==> src/rtl/v1_peak_ctrl.sv <==
// Peak sequencer after the trapezoidal shaper: arms on a threshold crossing, captures amplitude and timestamp
// after a flat-top delay, and buffers one event downstream. Define V1_PEAK_MAX_EN to capture the maximum over the window.
module v1_peak_ctrl #(
  parameter int DW         = 16,
  parameter int TS_WIDTH   = 32,
  parameter int CNT_WIDTH  = 8,
  parameter int STAT_WIDTH = 16
) (
  input  logic                  clk,
  input  logic                  reset,
  input  logic                  enable,
  input  logic [DW-1:0]         filter_data,
  input  logic [DW-1:0]         threshold,
  input  logic [CNT_WIDTH-1:0]  peak_delay,
  input  logic [CNT_WIDTH-1:0]  holdoff,
  output logic                  event_valid,
  input  logic                  event_ready,
  output logic [DW-1:0]         event_amp,
  output logic [TS_WIDTH-1:0]   event_ts,
  output logic                  busy,
  output logic [STAT_WIDTH-1:0] drop_cnt,
  output logic [STAT_WIDTH-1:0] reject_cnt,
  output logic [1:0]            state_dbg
);

  typedef enum logic [1:0] {
    IDLE    = 2'd0,
    RISE    = 2'd1,
    HOLDOFF = 2'd2
  } state_t;

  localparam logic [CNT_WIDTH-1:0] CNT_ONE = CNT_WIDTH'(1);

  state_t                state;
  logic [CNT_WIDTH-1:0]  cnt;
  logic [TS_WIDTH-1:0]   ts_cnt;
  logic [TS_WIDTH-1:0]   ts_latch;
  logic                  above_d;

  logic                  above;
  logic                  crossing;
  logic [CNT_WIDTH-1:0]  d_load;
  logic [CNT_WIDTH-1:0]  h_load;
  logic                  capture;
  logic [DW-1:0]         peak_sample;

  assign above    = $signed(filter_data) > $signed(threshold);
  assign crossing = above && !above_d;
  // A programmed value of zero still means one cycle in RISE / HOLDOFF.
  assign d_load   = (peak_delay == '0) ? CNT_ONE : peak_delay;
  assign h_load   = (holdoff == '0) ? CNT_ONE : holdoff;
  assign capture  = enable && (state == RISE) && above && (cnt == CNT_ONE);

`ifdef V1_PEAK_MAX_EN
  logic [DW-1:0] run_max;
  assign peak_sample = ($signed(filter_data) > $signed(run_max)) ? filter_data : run_max;
`else
  assign peak_sample = filter_data;
`endif

  assign busy      = (state != IDLE);
  assign state_dbg = state;

  // Sequencer FSM, timestamp counter and reject statistics.
  always_ff @(posedge clk or negedge reset) begin
    if (!reset) begin
      state      <= IDLE;
      cnt        <= '0;
      ts_cnt     <= '0;
      ts_latch   <= '0;
      above_d    <= 1'b0;
      reject_cnt <= '0;
`ifdef V1_PEAK_MAX_EN
      run_max    <= '0;
`endif
    end else begin
      ts_cnt  <= ts_cnt + 1'b1;
      above_d <= above;
      if (!enable) begin
        state <= IDLE;
      end else begin
        case (state)
          IDLE: begin
            if (crossing) begin
              state    <= RISE;
              cnt      <= d_load;
              ts_latch <= ts_cnt;
`ifdef V1_PEAK_MAX_EN
              run_max  <= {1'b1, {(DW-1){1'b0}}};
`endif
            end
          end
          RISE: begin
            if (!above) begin
              state <= IDLE;
              if (reject_cnt != '1) reject_cnt <= reject_cnt + 1'b1;
            end else begin
`ifdef V1_PEAK_MAX_EN
              run_max <= peak_sample;
`endif
              if (cnt == CNT_ONE) begin
                state <= HOLDOFF;
                cnt   <= h_load;
              end else begin
                cnt <= cnt - 1'b1;
              end
            end
          end
          HOLDOFF: begin
            if (cnt == CNT_ONE) state <= IDLE;
            else                cnt   <= cnt - 1'b1;
          end
          default: state <= IDLE;
        endcase
      end
    end
  end

  // Output buffer handshake: an event transfers on any posedge where event_valid && event_ready;
  // event_amp/event_ts are stable while event_valid && !event_ready. A capture may refill the
  // buffer in the same edge it is popped; a capture into a full, unpopped buffer is dropped.
  always_ff @(posedge clk or negedge reset) begin
    if (!reset) begin
      event_valid <= 1'b0;
      event_amp   <= '0;
      event_ts    <= '0;
      drop_cnt    <= '0;
    end else if (capture) begin
      if (!event_valid || event_ready) begin
        event_valid <= 1'b1;
        event_amp   <= peak_sample;
        event_ts    <= ts_latch;
      end else if (drop_cnt != '1) begin
        drop_cnt <= drop_cnt + 1'b1;
      end
    end else if (event_valid && event_ready) begin
      event_valid <= 1'b0;
    end
  end

endmodule

==> config.mk <==
export PLATFORM = sky130hd
export DESIGN_NAME = v1_peak_ctrl
export DESIGN_NICKNAME = d
export VERILOG_FILES = /design/src/rtl/v1_peak_ctrl.sv
export SDC_FILE = /design/constraint.sdc
export NUM_CORES = 1
export LEC_CHECK = 0
export ABC_AREA = 1
export CORE_MARGIN = 4
export CORE_UTILIZATION = 45
export DETAILED_ROUTE_END_ITERATION = 12
export HOLD_SLACK_MARGIN = 0.06
export PLACE_DENSITY = 0.7
export SYNTH_ARGS = -nofsm -noshare
export SYNTH_HDL_FRONTEND = slang
export SYNTH_SLANG_ARGS = --single-unit
export TNS_END_PERCENT = 100
==> constraint.sdc <==
create_clock -name clk -period 5.6 [get_ports clk]
set_input_delay 0.84 -clock clk [delete_from_list [all_inputs] [get_ports clk]]
set_output_delay 0.84 -clock clk [all_outputs]
set_load 0.02 [all_outputs]
## After elaboration in Yosys (flattened, before gate mapping)

Index checks and enable logic that the tools add are counted.

| cells by class | value |
|---|---|
| $lt $le $gt $ge | 1 |
| muxes and demuxes | 16 |
| bitwise operators | 2 |
| equality and inequality tests | 12 |
| reductions and logical operators | 21 |
| add/sub/neg operators | 4 |

Operators with widths:

| cell | count |
|---|---|
| 2-to-1 mux 8 bit | 6 |
| adder 16 x 1 -> 16 bit, second input constant | 2 |
| adder 32 x 1 -> 32 bit, second input constant | 1 |
| != test 16 bit, second input constant | 2 |
| case mux 8 bit (3 select lines) | 1 |
| > comparator 16 bit | 1 |
| zero test 8 bit | 2 |
| 2-to-1 mux 2 bit | 5 |
| AND reduction 3 bit | 3 |
| == test 8 x 1 -> 1 bit, second input constant | 1 |
| subtractor 8 x 1 -> 8 bit, second input constant | 1 |
| != test 2 bit, second input constant | 3 |
| != test 3 bit, second input constant | 2 |
| case mux 2 bit (3 select lines) | 1 |
| logical AND 1 bit | 5 |
| AND reduction 5 bit | 1 |
| != test 4 x 3 -> 1 bit, second input constant | 1 |
| AND reduction 2 bit | 2 |
| AND reduction 4 bit | 1 |
| nonzero test 2 bit | 2 |
| 2-to-1 mux 1 bit | 3 |
| nonzero test 3 bit | 1 |
| == test 2 x 1 -> 1 bit, second input constant | 1 |
| == test 2 bit, second input constant | 1 |
| other kinds (5) | 7 |

| storage, ports and cells | value |
|---|---|
| register bits | 156 |
| input bits | 52 |

## Longest topological paths before layout

Gate-level depths: netlist (run 1).

| depth | value |
|---|---|
| word-level depth | 6 |
| mapped depth | 19 |
| depth with buffers taken out | 18 |

## Worst setup path after synthesis (run 1)

OpenSTA, ideal clock, no wires.

| path | value |
|---|---|
| kind | input port to flip-flop |
| start point | input threshold[15] |
| end point | register event_ts[20] |
| cell stages on the path | 14 |
| library setup time | 0.117 ns |
| buffers on the path | 2 |
| required time | 5.483 ns |
| path slack | 2.952 ns |
| data arrival time | 2.531 ns |
| cells stage by stage | inv_1 ha_1 a21oi_1 o21ai_0 a21oi_1 nand2_1 nand2_1 nand3_2 nor3_4 nand2_1 buf_2 buf_6 nand2_1 nand2_1 |

| between the ends | value |
|---|---|
| cells in the longest elaborated chain, start to end | 4 |

Ends and longest elaborated chain:

| what | line | RTL |
|---|---|---|
| start: declaration | 13 | `input logic [DW-1:0] threshold,` |
| > comparator 16 bit | 47 | `assign above = $signed(filter_data) > $signed(threshold);` |
| logical AND 1 bit (2 in a row) | 52 | `assign capture = enable && (state == RISE) && above && (cnt == CNT_ONE);` |
| AND reduction 2 bit (no source line) | - |  |
| end signal: assignment | 132 | `event_ts <= ts_latch;` |
| end: declaration | 19 | `output logic [TS_WIDTH-1:0] event_ts,` |

No other way between the ends.
A chain may end at the register's enable or synchronous reset.

## Worst setup path after layout (run 1)

| path | value |
|---|---|
| start point | input threshold[5] |
| end point | register event_amp[0] |

| between the ends | value |
|---|---|
| cells in the longest elaborated chain, start to end | 4 |

Ends and longest elaborated chain:

| what | line | RTL |
|---|---|---|
| > comparator 16 bit | 47 |  |
| logical AND 1 bit (2 in a row) | 52 |  |
| AND reduction 2 bit (no source line) | - |  |
| end signal: assignment | 131 | `event_amp <= peak_sample;` |
| end: declaration | 18 | `output logic [DW-1:0] event_amp,` |

No other way between the ends.

==> results.py, run 1 <==
metrics = {
    "critical_path": {
        "path_class": "input port to flip-flop",
        "cp_data_arrival_time_ns": 3.91,
        "crit_path_top_delay_cell": "nand2_2",
        "worstRegToRegCells": 8,
        "critPathLaunchType": "input port",
        "endpoint_kind": "flip-flop",
        "crit_chain": "clkdlybuf4s50_1, inv_1, ha_1, a21oi_1, nor2_1, nor2_1, nand2_1, nand2_1, nand2_1, nand2_1, nand3_2, nor3_4, buf_4, nand2_2, o21ai_0",
        "crit_top_cell": "nand2_1",
        "r2r-end": "event_amp[0]$_DFFE_PN0P_",
        "ff2ff_setup_slack_ns": 2.47,
        "worstPathRequired_ns": 5.91,
        "cp_max_fo": 49,
        "critPathBufInv": 3,
        "max_stage_delay_ns": 0.61,
        "path_delay_family": "simple AND/OR/NAND/NOR gates",
        "r2r_start": "cnt[3]$_DFFE_PN0P_",
    },
    "final_layout": {
        "final_cells": 1283,
        "final_util": 0.592,
        "num-nets-final": 1127,
        "nFillCells": 1526,
        "drive_gt1_frac": 0.0527,
        "layout_common_cells": "254 x nand2_1, 156 x dfrtp_1, 134 x clkdlybuf4s50_1",
        "area_delta_synth_final_pct": 28.1,
        "layout_commonest_cell": "nand2_1",
        "num_antenna_cells": 0,
    },
    "synth": {
        "ys_seq_area_frac": 0.505,
        "synth_seq_cells": 156,
        "syn_inst": 920,
        "synth_nets": 997,
        "yosys_warnings": 0,
        "synth.avg_cell_area_sq_um": 8.40,
        "synth_cell_types": 32,
        "synth_area_sq_um": 7720,
    },
    "run_status": {
        "status": "completed",
    },
    "timing": {
        "hold_viol_final": 0,
        "finalSetupViolations": 0,
        "slew_viol_final": 0,
        "worst_slew_pin_slew_ns": 1.02,
        "setup_slack_ns": 2.00,
        "finalSetupTns_ns": 0,
        "rsz0062_at_grt": "false",
        "period_needed_ns": 3.60,
        "timing.fmax_mhz": 278,
        "clock_skew_ns": 0.00993,
        "relSlewSlack": 0.320,
        "period_share": 0.642,
    },
    "floorplanning": {
        "fp.dieArea_sq_um": 19300,
        "die_h_um": 139,
        "design.portCount": 136,
        "die_width_um": 139,
        "core_region_area_sq_um": 16700,
        "rows": 47,
        "initial_core_util": 0.463,
    },
    "drt": {
        "ant_nets": 0,
        "vias": 6465,
        "avgViaCountPerCell": 5.04,
        "drt_iter0_drc": 398,
        "drc": 0,
        "firstDrtPassIters": 5,
        "drt-total-wl_um": 18200,
        "wl_per_cell_um": 14.2,
    },
    "clock_tree": {
        "cts_made_buffers": 17,
        "clk_path_buf_depth": 2,
        "cts_tree": "yes",
        "path_clk_slew_ns": 0.06,
        "cts_resized": 0,
        "clock_latency_ns": 0.42,
        "post_cts.repair.setup_buffers": 0,
        "root_buffer": "clkbuf_16",
        "cts.sinks": 156,
        "cts-htree-levels": 4,
        "ctsHoldBuffers": 0,
    },
    "power": {
        "power_density_nw_per_um2": 339,
        "leakage_nw": 4.76,
        "seqPwrFrac": 0.401,
        "switching_power_mw": 1.04,
        "ir_drop_v": 0.000256,
        "comb_power_share": 0.235,
        "switching_share": 0.311,
        "clockPowerShare": 0.364,
        "p_int_mw": 2.31,
    },
    "global_routing": {
        "grt_pass1_vias": 6189,
        "grt-ovfl-total": 0,
        "grt_max_degree": 81,
        "antenna_found_initial": 0,
        "grt_pass1_wl_um": 30700,
        "grt_util_all_layers": 0.192,
    },
    "placement": {
        "dp.final_hpwl_um": 12700,
        "post-place-cells": 1251,
        "io_buffers": 135,
        "routabilityCongestion": 0.848,
        "place_ws_ns": 1.53,
    },
    "run": {
        "max_cap_viol_count": 0,
    },
    "hold_path": {
        "min_path_type": "input port to async pin",
    },
}
[state kept, by name, summed over array words and instances, names as in the netlist]
signal / flops
event_ts: 32
cnt: 8
ts_cnt: 32
reject_cnt: 16
ts_latch: 32
above_d: 1
drop_cnt: 16
event_amp: 16
event_valid: 1
state_dbg: 2
[cells by family after synthesis]
family / count (synthesis) / share of synthesized area
AND/OR/NAND/NOR: 474 / 0.271
AO/OA/AOI/OAI: 76 / 0.0531
adder cells (fa/ha/maj): 25 / 0.0405
XOR/XNOR: 54 / 0.0612
buffers and inverters: 135 / 0.0685
flip-flops: 156 / 0.505
[layer usage]
layer,track usage,vias to the layer above,part of all wire
met5,0,-,0
met4,0.0556,0,0.016
met3,0.0403,25,0.039
met2,0.314,119,0.49
met1,0.261,3082,0.46
li1,-,3239,-
[power groups by stage]
stage	registers, mW	logic [mW]	clock network, mW
floorplan	1.44	0.384	0
global placement	1.36	0.786	0
detailed placement	1.36	0.798	0
CTS	1.35	0.802	1.25
global route	1.36	0.886	1.30
finish	1.35	0.790	1.22
[Yosys cell counts]
master	instances	area [sq um]
o21ai_0	52	260
nor2_4	1	11.3
buf_2	12	60.1
o21ai_1	2	10.0
nand3_2	1	10.0
a211oi_1	1	7.51
clkbuf_1	17	63.8
o211ai_1	1	7.51
nor3_2	3	30.0
nor3_4	1	16.3
nor3_1	24	120
a31o_2	5	43.8
inv_1	103	387
buf_6	1	11.3
nand4_1	32	200
or2_2	3	18.8
xnor2_1	3	26.3
nor4_1	7	43.8
nand3_1	89	445
xor2_1	51	447
nor2_1	55	206
nand2_1	255	957
nand4_4	1	21.3
a31oi_1	1	6.26
ha_1	25	313
dfrtp_1	156	3900
inv_2	1	3.75
buf_1	1	3.75
nand3b_1	2	15.0
a21oi_1	12	60.1
a21o_1	1	7.51
a21boi_0	1	7.51
[cell type report]
cell class | count | area (sq um) | area share
timing repair buffer | 142 | 1410 | 0.142
multi-input combinational | 629 | 3300 | 0.334
sequential | 156 | 3900 | 0.395
clock buffer | 19 | 443 | 0.0448
tap | 220 | 275 | 0.0278
clock inverter | 13 | 176 | 0.0178
inverter | 104 | 390 | 0.0395
[metrics by stage]
stage                     hold slack [ns]  power, mW  area [sq um]
final                               0.229       3.36          9890
after global routing                0.217       3.55          9890
after CTS                           0.214       3.40          9890
after detailed placement            0.457       2.16          9280
after global placement              0.456       2.15          9280
after floorplan                     0.434       1.83          7720
[how the worst max path moves through the flow]
stage	from	to	depth (start not counted)
CTS	threshold[5]	event_amp[0]$_DFFE_PN0P_	15
floorplan	threshold[15]	event_ts[20]$_DFFE_PN0P_	14
global route	threshold[15]	event_amp[0]$_DFFE_PN0P_	13
detailed placement	threshold[15]	event_amp[0]$_DFFE_PN0P_	13
finish	threshold[5]	event_amp[0]$_DFFE_PN0P_	15
global placement	threshold[5]	event_amp[0]$_DFFE_PN0P_	15
Note: power is estimated with default switching activity, not from simulation.
==> run 2, diff against run 1 <==
--- a/config.mk
+++ b/config.mk
@@ -10,7 +10,7 @@
 export CORE_UTILIZATION = 45
 export DETAILED_ROUTE_END_ITERATION = 12
 export HOLD_SLACK_MARGIN = 0.06
-export PLACE_DENSITY = 0.7
+export PLACE_DENSITY = 0.73
 export SYNTH_ARGS = -nofsm -noshare
 export SYNTH_HDL_FRONTEND = slang
 export SYNTH_SLANG_ARGS = --single-unit
==> constraint.sdc (replaced) <==
create_clock -name clk -period 2.9 [get_ports clk]
set_input_delay 0.435 -clock clk [delete_from_list [all_inputs] [get_ports clk]]
set_output_delay 0.435 -clock clk [all_outputs]
set_load 0.02 [all_outputs]
==> results.py, run 2 (synthesis gave the netlist of run 1 again) <==
metrics = {
    "run_status": {
        "status": "completed",
    },
    "placement": {
        "io_buffers": 135,
        "routabilityCongestion": 0.860,
        "dp.final_hpwl_um": 13300,
        "post-place-cells": 1264,
        "place_ws_ns": -0.0699,
    },
    "final_layout": {
        "drive_gt1_frac": 0.0613,
        "num_antenna_cells": 0,
        "nFillCells": 1488,
        "final_cells": 1297,
        "layout_common_cells": "254 x nand2_1, 156 x dfrtp_1, 134 x clkdlybuf4s50_1",
        "final_util": 0.599,
        "area_delta_synth_final_pct": 29.5,
        "layout_commonest_cell": "nand2_1",
        "reg.largest.list": "event_ts: 32 flops, ts_cnt: 32 flops, ts_latch: 32 flops",
        "num-nets-final": 1141,
    },
    "critical_path": {
        "worstRegToRegCells": 7,
        "cp_data_arrival_time_ns": 2.88,
        "crit_top_cell": "nand2_1",
        "ff2ff_setup_slack_ns": 0.65,
        "cp_max_fo": 22,
        "r2r_start": "state_dbg[1]$_DFFE_PN0P_",
        "path_class": "input port to flip-flop",
        "critPathBufInv": 4,
        "endpoint_kind": "flip-flop",
        "critPathLaunchType": "input port",
        "worstPathRequired_ns": 3.25,
        "crit_chain": "clkdlybuf4s50_1, inv_1, ha_1, a21oi_1, o21ai_0, a21oi_1, buf_4, nand2_1, nand2_1, nand3_2, nor3_4, buf_4, nand3_1, nand2_1",
        "max_stage_delay_ns": 0.49,
        "crit_path_top_delay_cell": "clkdlybuf4s50_1",
        "r2r-end": "cnt[4]$_DFFE_PN0P_",
        "path_delay_family": "buffers and inverters",
    },
    "run": {
        "max_cap_viol_count": 0,
    },
    "clock_tree": {
        "cts.sinks": 156,
        "clock_latency_ns": 0.42,
        "post_cts.repair.setup_buffers": 0,
        "cts_tree": "yes",
        "cts_resized": 0,
        "clk_path_buf_depth": 2,
        "cts_made_buffers": 17,
        "root_buffer": "clkbuf_16",
        "ctsHoldBuffers": 1,
        "path_clk_slew_ns": 0.06,
        "cts-htree-levels": 4,
    },
    "hold_path": {
        "min_path_type": "flip-flop to flip-flop",
        "hold_end": "ts_cnt[31]$_DFF_PN0_",
        "holdCritStartpoint": "ts_cnt[31]$_DFF_PN0_",
        "holdPathStages": 1,
    },
    "drt": {
        "ant_nets": 0,
        "avgViaCountPerCell": 5.00,
        "drc": 0,
        "vias": 6489,
        "drt_iter0_drc": 392,
        "wl_per_cell_um": 14.3,
        "drt-total-wl_um": 18500,
        "firstDrtPassIters": 4,
    },
    "floorplanning": {
        "die_width_um": 139,
        "rows": 47,
        "die_h_um": 139,
        "design.portCount": 136,
        "fp.dieArea_sq_um": 19300,
        "initial_core_util": 0.463,
        "core_region_area_sq_um": 16700,
    },
    "power": {
        "leakage_nw": 4.81,
        "p_total_mw": 6.35,
        "power_density_nw_per_um2": 635,
        "ir_drop_v": 0.000431,
    },
    "timing": {
        "relSlewSlack": 0.626,
        "timing.fmax_mhz": 396,
        "hold_viol_final": 0,
        "worst_slew_pin_slew_ns": 0.556,
        "clock_skew_ns": 0.0109,
        "setup_slack_ns": 0.373,
        "period_share": 0.871,
        "rsz0062_at_grt": "false",
        "finalSetupViolations": 0,
        "slew_viol_final": 0,
        "period_needed_ns": 2.53,
    },
    "global_routing": {
        "grt_pass1_wl_um": 31500,
        "grt_pass1_vias": 6363,
        "grt-ovfl-total": 0,
        "antenna_found_initial": 0,
        "grt_max_degree": 65,
        "grt_util_all_layers": 0.197,
    },
}
[run 2: cell types whose count changed in the layout (fill, tap and decap cells not counted), sizes merged, moves of 2 or more]
| cell | before | now |
|---|---|---|
| inv | 112 | 105 |
| buf | 8 | 21 |
| clkbuf | 19 | 22 |
| clkinvlp | 0 | 2 |
| clkinv | 2 | 5 |
[run 2: how the worst max path moves through the flow]
stage / startpoint / end / slack (ns) / cells after the start
2_1_floorplan: threshold[15] / event_ts[20]$_DFFE_PN0P_ / 0.66 / 14
3_3_place_gp: threshold[5] / event_ts[20]$_DFFE_PN0P_ / -0.009 / 15
3_5_place_dp: threshold[15] / event_ts[29]$_DFFE_PN0P_ / -0.07 / 14
4_1_cts: threshold[15] / event_ts[20]$_DFFE_PN0P_ / 0.37 / 14
5_1_grt: threshold[5] / event_ts[27]$_DFFE_PN0P_ / 0.17 / 15
6_report: threshold[15] / event_amp[10]$_DFFE_PN0P_ / 0.37 / 14
[run 2: through the flow]
| stage | hold slack (ns) | TNS [ns] | instance area (sq um) |
|---|---|---|---|
| after detailed placement | 0.403 | -1.38 | 9420 |
| after global placement | 0.396 | -0.0167 | 9420 |
| after global routing | 0.492 | 0 | 10000 |
| final | 0.465 | 0 | 10000 |
| after CTS | 0.471 | 0 | 10000 |
| after floorplan | 0.139 | 0 | 7720 |
[run 2: worst register-to-register path: cells and delay by family (launching register included)]
| family | cells | cell delay [ns] |
|---|---|---|
| buf+inv | 2 | 0.35 |
| fa+ha+maj | 1 | 0.37 |
| flops | 1 | 0.43 |
| compound gates | 4 | 1.03 |
[run 2: routing by layer]
metal / track usage / part of all wire / vias to the layer above
li1: - / - / 3262
met1: 0.270 / 0.46 / 3063
met2: 0.317 / 0.48 / 137
met3: 0.0372 / 0.042 / 27
met4: 0.0675 / 0.021 / 0
met5: 0 / 0 / -
[run 2: layout make-up]
| type | instances | area (sq um) | share of cell area |
|---|---|---|---|
| multi-input combinational | 629 | 3300 | 0.330 |
| clock inverter | 10 | 116 | 0.0116 |
| tap | 220 | 275 | 0.0275 |
| sequential | 156 | 3900 | 0.390 |
| clock buffer | 22 | 454 | 0.0454 |
| inverter | 104 | 390 | 0.0390 |
| timing repair buffer | 156 | 1560 | 0.156 |
[run 2: power breakdown]
group          switching (mW)  internal [mW]  total (mW)
logic                   0.893          0.686        1.58
registers               0.185           2.42        2.61
clock network           0.875           1.29        2.17
==> run 3, diff against run 2 <==
--- a/config.mk
+++ b/config.mk
@@ -7,10 +7,10 @@
 export LEC_CHECK = 0
 export ABC_AREA = 1
 export CORE_MARGIN = 4
-export CORE_UTILIZATION = 45
+export CORE_UTILIZATION = 30
 export DETAILED_ROUTE_END_ITERATION = 12
+export GPL_ROUTABILITY_DRIVEN = 0
 export HOLD_SLACK_MARGIN = 0.06
-export PLACE_DENSITY = 0.73
 export SYNTH_ARGS = -nofsm -noshare
 export SYNTH_HDL_FRONTEND = slang
 export SYNTH_SLANG_ARGS = --single-unit
==> results.py, run 3 (synthesis gave the netlist of run 1 again) <==
metrics = {
    "run_status": {
        "status": "completed",
    },
    "hold_path": {
        "holdPathStages": 1,
        "min_path_type": "flip-flop to flip-flop",
    },
    "drt": {
        "drt-total-wl_um": 20000,
        "drc": 0,
        "wl_per_cell_um": 14.1,
        "avgViaCountPerCell": 4.57,
        "vias": 6469,
        "ant_nets": 0,
        "firstDrtPassIters": 4,
        "drt_iter0_drc": 292,
    },
    "critical_path": {
        "endpoint_kind": "flip-flop",
        "path_class": "input port to flip-flop",
        "worstRegToRegCells": 7,
        "max_stage_delay_ns": 0.46,
        "crit_chain": "clkdlybuf4s50_1, ha_1, a21oi_1, o21ai_0, a21oi_1, buf_4, nand2_1, nand2_1, nand3_2, nor3_4, buf_4, nand3_1, nand2_1, nand2_1",
        "cp_max_fo": 19,
        "worst-path-stages": 14,
        "worstPathRequired_ns": 3.21,
        "critPathLaunchType": "input port",
        "crit_top_cell": "nand2_1",
        "path_delay_family": "buffers and inverters",
        "cp_data_arrival_time_ns": 2.90,
        "critPathBufInv": 3,
        "crit_path_top_delay_cell": "clkdlybuf4s50_1",
    },
    "power": {
        "p_total_mw": 6.34,
        "ir_drop_v": 0.000368,
        "power_density_nw_per_um2": 619,
        "leakage_nw": 4.87,
    },
    "final_layout": {
        "area_delta_synth_final_pct": 32.5,
        "reg.largest.list": "event_ts: 32 flops, ts_cnt: 32 flops, ts_latch: 32 flops",
        "drive_gt1_frac": 0.0727,
        "num_antenna_cells": 0,
        "layout_commonest_cell": "nand2_1",
        "num-nets-final": 1151,
        "final_util": 0.405,
        "layout_common_cells": "254 x nand2_1, 156 x dfrtp_1, 134 x clkdlybuf4s50_1",
    },
    "timing": {
        "rsz0062_at_grt": "false",
        "clock_skew_ns": 0.0121,
        "timing.fmax_mhz": 386,
        "slew_viol_final": 0,
        "period_share": 0.893,
        "finalSetupViolations": 0,
        "worst_slew_pin_slew_ns": 0.772,
        "relSlewSlack": 0.485,
        "timing.hold.ws_ns": 0.469,
        "period_needed_ns": 2.59,
        "hold_viol_final": 0,
        "setup_slack_ns": 0.310,
    },
    "clock_tree": {
        "cts_tree": "yes",
        "cts_made_buffers": 17,
        "cts-htree-levels": 4,
        "cts.sinks": 156,
        "clock_latency_ns": 0.42,
        "clk_path_buf_depth": 2,
        "post_cts.repair.setup_buffers": 0,
        "root_buffer": "clkbuf_16",
        "path_clk_slew_ns": 0.07,
    },
    "placement": {
        "place_ws_ns": -0.193,
        "io_buffers": 135,
        "dp.final_hpwl_um": 14700,
    },
    "floorplanning": {
        "fp.dieArea_sq_um": 28400,
        "design.portCount": 136,
        "die_width_um": 168,
        "die_h_um": 168,
        "core_region_area_sq_um": 25300,
        "initial_core_util": 0.306,
        "rows": 58,
    },
    "global_routing": {
        "grt_pass1_wl_um": 33200,
        "antenna_found_initial": 0,
        "grt_util_all_layers": 0.144,
        "grt_max_degree": 60,
        "use_met3": 0.0287,
        "gr-usage-met1": 0.193,
        "grt-busiest-layer": "met2",
        "grt_pass1_vias": 6429,
        "gr-usage-met2": 0.235,
        "grt-ovfl-total": 0,
    },
    "run": {
        "max_cap_viol_count": 0,
    },
}
==> run 3: layout make-up <==
class | instances | area (sq um)
multi-input cells | 629 | 3300
well taps | 330 | 413
fillers | 2537 | 15000
flip-flops and latches | 156 | 3900
clock buffers | 17 | 425
inverters | 104 | 390
clock inverters | 14 | 125
repair buffers | 166 | 1680
==> run 3: worst paths after layout <==
path / start / end / slack (ns)
max: filter_data[15] / drop_cnt[12]$_DFFE_PN0P_ / 0.31
min: ts_cnt[31]$_DFF_PN0_ / ts_cnt[31]$_DFF_PN0_ / 0.47
max reg2reg: state_dbg[1]$_DFFE_PN0P_ / cnt[4]$_DFFE_PN0P_ / 0.59
min reg2reg: ts_cnt[31]$_DFF_PN0_ / ts_cnt[31]$_DFF_PN0_ / 0.47
max in group asynchronous: reset / ts_cnt[5]$_DFF_PN0_ / 1.56
min in group asynchronous: reset / drop_cnt[6]$_DFFE_PN0P_ / 0.57
==> run 3: routing by layer <==
metal  up-vias  wire length, um
li1       3272                -
met3        27              743
met1      3052             9540
met4         0              345
met5         -                0
met2       118             9330
==> run 3: timing repair <==
item,4_1_cts,5_1_grt
resized for setup,0,0
hold buffers,1,0
hold endpoints to repair,55,0
==> run 3: report_power, final <==
group          switching [mW]  internal (mW)  total [mW]  leakage (nW)
clock                   0.993           1.13        2.12         0.265
sequential              0.184           2.42        2.60          2.13
combinational           0.911          0.704        1.62          2.48
total                    2.09           4.25        6.34          4.87
==> run 3: metrics by stage <==
| stage | setup TNS (ns) | cell area, sq um | cells |
|---|---|---|---|
| floorplan | 0 | 7720 | 920 |
| global placement | -9.82 | 9670 | 1384 |
| detailed placement | -14.06 | 9670 | 1384 |
| CTS | 0 | 10200 | 1416 |
| global route | 0 | 10200 | 1416 |
| finish | 0 | 10200 | 1416 |
